### config.mk
export PLATFORM = sky130hd
export DESIGN_NAME = line_mem_arbiter
export DESIGN_NICKNAME = d
export VERILOG_FILES = /design/src/rtl/line_mem_arbiter.sv
export SDC_FILE = /design/constraint.sdc
export NUM_CORES = 1
export LEC_CHECK = 0
export ABC_CLOCK_PERIOD_IN_PS = 4860
export CORE_AREA = 2 2 75 77
export CTS_CLUSTER_DIAMETER = 200
export DETAILED_ROUTE_END_ITERATION = 10
export DIE_AREA = 0 0 77 79
export HOLD_SLACK_MARGIN = 0.15
export PLACE_DENSITY = 0.82
export SLEW_MARGIN = 20
export SYNTH_ARGS = -nofsm -noshare
export SYNTH_HDL_FRONTEND = slang
export SYNTH_SLANG_ARGS = --single-unit
### constraint.sdc
create_clock -name i_clk -period 4.86 [get_ports i_clk]
set_clock_uncertainty 0.2 [all_clocks]
set_input_delay 0.486 -clock i_clk [delete_from_list [all_inputs] [get_ports i_clk]]
set_output_delay 0.486 -clock i_clk [all_outputs]
set_load 0.03 [all_outputs]
### src/rtl/line_mem_arbiter.sv
// Arbiter sharing the single-port line memory between core load/store and host readout.
// Optional perf counters are enabled by defining LINE_MEM_ARB_PERF_EN.
module line_mem_arbiter #(
    parameter int ADDR_WIDTH   = 8,
    parameter int DATA_WIDTH   = 32,
    parameter int STARVE_LIMIT = 4
) (
    input  logic                  i_clk,
    input  logic                  i_rst,
    input  logic                  i_core_re,
    input  logic                  i_core_we,
    input  logic [ADDR_WIDTH-1:0] i_core_addr,
    input  logic [DATA_WIDTH-1:0] i_core_wr_data,
    output logic                  o_core_stall,
    output logic [DATA_WIDTH-1:0] o_core_rd_data,
    output logic                  o_core_rd_vld,
    input  logic                  i_host_req,
    input  logic [ADDR_WIDTH-1:0] i_host_addr,
    output logic                  o_host_gnt,
    output logic [DATA_WIDTH-1:0] o_host_rd_data,
    output logic                  o_host_rd_vld,
    output logic                  o_mem_re,
    output logic                  o_mem_we,
    output logic [ADDR_WIDTH-1:0] o_mem_addr,
    output logic [DATA_WIDTH-1:0] o_mem_wr_data,
    input  logic [DATA_WIDTH-1:0] i_mem_rd_data,
`ifdef LINE_MEM_ARB_PERF_EN
    output logic [15:0]           o_conflict_cnt,
    output logic [15:0]           o_force_cnt,
`endif
    output logic                  o_err
);

    // Handshake: a request is accepted in the cycle it is presented and granted
    // (core: ~o_core_stall, host: o_host_gnt); refused requests are re-presented
    // unchanged. Read data is valid for exactly one cycle, one cycle after the grant.

    localparam logic [3:0] LIMIT = 4'(STARVE_LIMIT);

    logic       core_act;
    logic       force_host;
    logic       core_gnt;
    logic       host_gnt;
    logic [3:0] wait_cnt;
    logic       core_inflight;
    logic       host_inflight;

    assign core_act   = i_core_re | i_core_we;
    assign force_host = i_host_req & (wait_cnt == LIMIT);

    always_comb begin
        core_gnt      = 1'b0;
        host_gnt      = 1'b0;
        o_core_stall  = 1'b0;
        o_mem_re      = 1'b0;
        o_mem_we      = 1'b0;
        o_mem_addr    = '0;
        o_mem_wr_data = '0;
        if (force_host) begin
            host_gnt     = 1'b1;
            o_core_stall = core_act;
        end else if (core_act) begin
            core_gnt = 1'b1;
        end else if (i_host_req) begin
            host_gnt = 1'b1;
        end
        if (core_gnt) begin
            // A simultaneous load+store is flagged as an error and executed as a store.
            o_mem_we      = i_core_we;
            o_mem_re      = i_core_re & ~i_core_we;
            o_mem_addr    = i_core_addr;
            o_mem_wr_data = i_core_wr_data;
        end else if (host_gnt) begin
            o_mem_re   = 1'b1;
            o_mem_addr = i_host_addr;
        end
    end

    assign o_host_gnt = host_gnt;

    always_ff @(posedge i_clk or posedge i_rst) begin
        if (i_rst) begin
            wait_cnt      <= '0;
            core_inflight <= 1'b0;
            host_inflight <= 1'b0;
            o_err         <= 1'b0;
        end else begin
            core_inflight <= core_gnt & i_core_re & ~i_core_we;
            host_inflight <= host_gnt;
            if (host_gnt || !i_host_req) begin
                wait_cnt <= '0;
            end else if (wait_cnt != LIMIT) begin
                wait_cnt <= wait_cnt + 4'd1;
            end
            if (i_core_re && i_core_we) begin
                o_err <= 1'b1;
            end
        end
    end

    assign o_core_rd_vld  = core_inflight;
    assign o_host_rd_vld  = host_inflight;
    assign o_core_rd_data = core_inflight ? i_mem_rd_data : '0;
    assign o_host_rd_data = host_inflight ? i_mem_rd_data : '0;

`ifdef LINE_MEM_ARB_PERF_EN
    always_ff @(posedge i_clk or posedge i_rst) begin
        if (i_rst) begin
            o_conflict_cnt <= '0;
            o_force_cnt    <= '0;
        end else begin
            if (core_act && i_host_req && o_conflict_cnt != 16'hFFFF) begin
                o_conflict_cnt <= o_conflict_cnt + 16'd1;
            end
            if (force_host && o_force_cnt != 16'hFFFF) begin
                o_force_cnt <= o_force_cnt + 16'd1;
            end
        end
    end
`endif

endmodule

==> impl_metrics.csv <==
group,metric,value,unit
status,status,"complete, no violations",
clock_network,clk_pin_slew,0.04,ns
sta,grt_setup_unrepaired,"false",
final_layout,final_cell_mix,"clkdlybuf4s50_1 (195), and2_1 (97), a22o_1 (8)",
setup_path,start_kind,"input port",
setup_path,cpPeakStageDelay,0.67,ns
global_route,grt_max_degree,45,
global_route,met2_usage,34.2,%
power_and_ir_drop,ir_drop,0.0000798,V
routing,vias,1679,
worst_hold_path,hold_class,"reg -> reg",
power_and_ir_drop,power_leakage,1.23,nW
sta,min_period,3.43,ns
clock_network,cts_buffer_depth,2,
setup_path,r2r-end,"wait_cnt[3]$_DFFE_PP0P_",
setup_path,startpoint,"i_host_req",
synth,synth.distinct_cells,19,
routing,drc_errors,0,
setup_path,rr_worst_depth,5,
setup_path,worst-r2r-setup-slack,2.90,ns
global_route,grt_pass1_wl,8330,um
sta,fin_crit_sh,70.6,%
place,port_buffers,195,
synth,syn-mean-instance-area,7.34,um2
place,hpwl,4690,um
final_layout,synthToLayoutAreaGrowth,191,%
routing,dr.pass1.iters,4,
die,die_area,6080,um2
synth,synthCells,145,
final_layout,n_fill_cell,493,
clock_network,cts_buffers,3,
global_route,antenna_found_initial,0,
clock_network,cts_setup_buffers,0,
setup_path,crit_top_cell,"clkdlybuf4s50_1",
final_layout,fin_nets,421,
synth,yosysWarnings,0,
clock_network,clock_latency,0.22,ns
power_and_ir_drop,totalPowerFinal,444,uW
sta,tightest_slew,0.762,ns
final_layout,drive_gt1_share,1.50,%
sta,finalSetupViolCount,0,
global_route,track_usage,17.0,%
die,rows,27,
setup_path,cp_max_fo,44,
sta,slew_headroom,49.2,%
final_layout,final_common_cell,"clkdlybuf4s50_1",
clock_network,cts_tree,"built",
final_layout,antennaDiodeCount,0,
sta,fin_setup_tns,0,ns
setup_path,slowest_stage,"clkdlybuf4s50_1",
setup_path,critical_path.endpoint_type,"output port",
synth,synth_area,1060,um2
clock_network,postCtsResizedCells,0,
routing,drtIter0Drc,24,
synth,syn-num-nets,232,
setup_path,crit_end,"o_mem_addr[2]",
setup_path,crit_chain,"clkdlybuf4s50_1 > and4b_4 > nor2_4 > a22o_1 > clkdlybuf4s50_1",
clock_network,ctsHtreeMaxLevel,1,
sta,maxSlewViolCount,0,
clock_network,cts.sinks,7,
die,initial_utilization,19.9,%
global_route,grt_pass1_vias,1710,
global_route,met1_usage,16.9,%
synth,ys_seq_area_share,16.5,%
place,place.gp.congestion,0.751,
die,pin_count,196,
die,core_area,5340,um2
setup_path,arrival,2.74,ns
sta,max_freq,292,MHz
die,die_y,79,um
flow_run,maxCapViolations,0,
die,chipWidth,77,um
clock_network,clk_root_buffer_cell,"clkbuf_8",
synth,ys_ff_latch,7,
clock_network,cts_hold_buf,0,
sta,timing_hold_violations_final,0,
power_and_ir_drop,p_per_area,144,nW/um2
global_route,grtUsageMet3,5.23,%
final_layout,stdcell_count,405,
place,place_inst,401,
routing,vias_per_cell,4.15,
routing,post_drt_wl_per_cell,13.6,um
global_route,overflow,0,
setup_path,critical_path_class,"in -> out",
global_route,busiest_layer,"met2",
sta,hold_ws,0.259,ns
setup_path,r2r-start,"wait_cnt[0]$_DFFE_PP0P_",
routing,wl,5530,um
routing,postRouteAntennaNets,0,
setup_path,cp.required,4.17,ns
[through the flow]
stage	util (%)	setup WS [ns]	cell area [um2]
floorplan	-	2.72	1060
global placement	57.1	1.49	3050
detailed placement	57.1	1.43	3050
CTS	58.0	1.40	3100
global route	58.0	1.26	3100
finish	58.0	1.43	3100
[sequential cells by signal (all words and copies together) (netlist names)]
signal,cells
o_err,1
o_core_rd_vld,1
o_host_rd_vld,1
wait_cnt,4
[per-layer routing]
layer | wire length (um) | share of wire, % | vias up
met5 | 0 | 0 | -
met4 | 65 | 1.2 | 0
met3 | 619 | 11 | 6
met2 | 2880 | 52 | 118
met1 | 1960 | 35 | 726
li1 | - | - | 829
[cell families after synthesis]
group	share of synthesized area [%]
fa+ha+maj	2.35
buf+inv	6.35
simple gates	65.2
flops	16.5
xor+xnor	1.65
compound gates	7.99
[cell usage after synthesis (all sizes together)]
cell type / number / area (um2)
xnor2: 1 / 8.76
nand4b: 1 / 8.76
ha: 2 / 25.0
inv: 3 / 11.3
and3: 4 / 25.0
nand3: 1 / 5.00
nor2: 4 / 22.5
a21o: 2 / 15.0
dfrtp: 7 / 175
a22o: 8 / 70.1
and4b: 1 / 13.8
and2: 97 / 607
nand2b: 2 / 12.5
clkbuf: 9 / 37.5
buf: 2 / 18.8
xor2: 1 / 8.76
[report_power, final]
| part | internal [mW] | switching (mW) |
|---|---|---|
| Clock | 0.0567 | 0.0243 |
| Combinational | 0.155 | 0.141 |
| Sequential | 0.0608 | 0.00699 |
[critical path, delay by kind of cell]
family | cells | cell delay, ns
compound gates | 1 | 0.26
simple gates | 2 | 0.81
buf+inv | 2 | 1.18
[area by class of cell]
class,count,area [um2],share of cell area [%]
Inverter,3,11.3,0.364
Clock buffer,4,45.0,1.46
Sequential cell,7,175,5.66
Tap cell,72,90.1,2.91
Timing Repair Buffer,195,1950,63.1
Multi-Input combinational cell,124,822,26.6
[worst min path at each step]
stage,start,end,slack [ns],cells past startpoint
final,o_err$_DFFE_PP0P_,o_err$_DFFE_PP0P_,0.26,1
after global placement,o_err$_DFFE_PP0P_,o_err$_DFFE_PP0P_,0.25,1
after detailed placement,o_err$_DFFE_PP0P_,o_err$_DFFE_PP0P_,0.25,1
after global routing,o_err$_DFFE_PP0P_,o_err$_DFFE_PP0P_,0.29,1
after CTS,o_err$_DFFE_PP0P_,o_err$_DFFE_PP0P_,0.26,1
after floorplan,i_rst,o_core_rd_vld$_DFF_PP0_,0.09,1
Power figures use the tool's default switching activity.
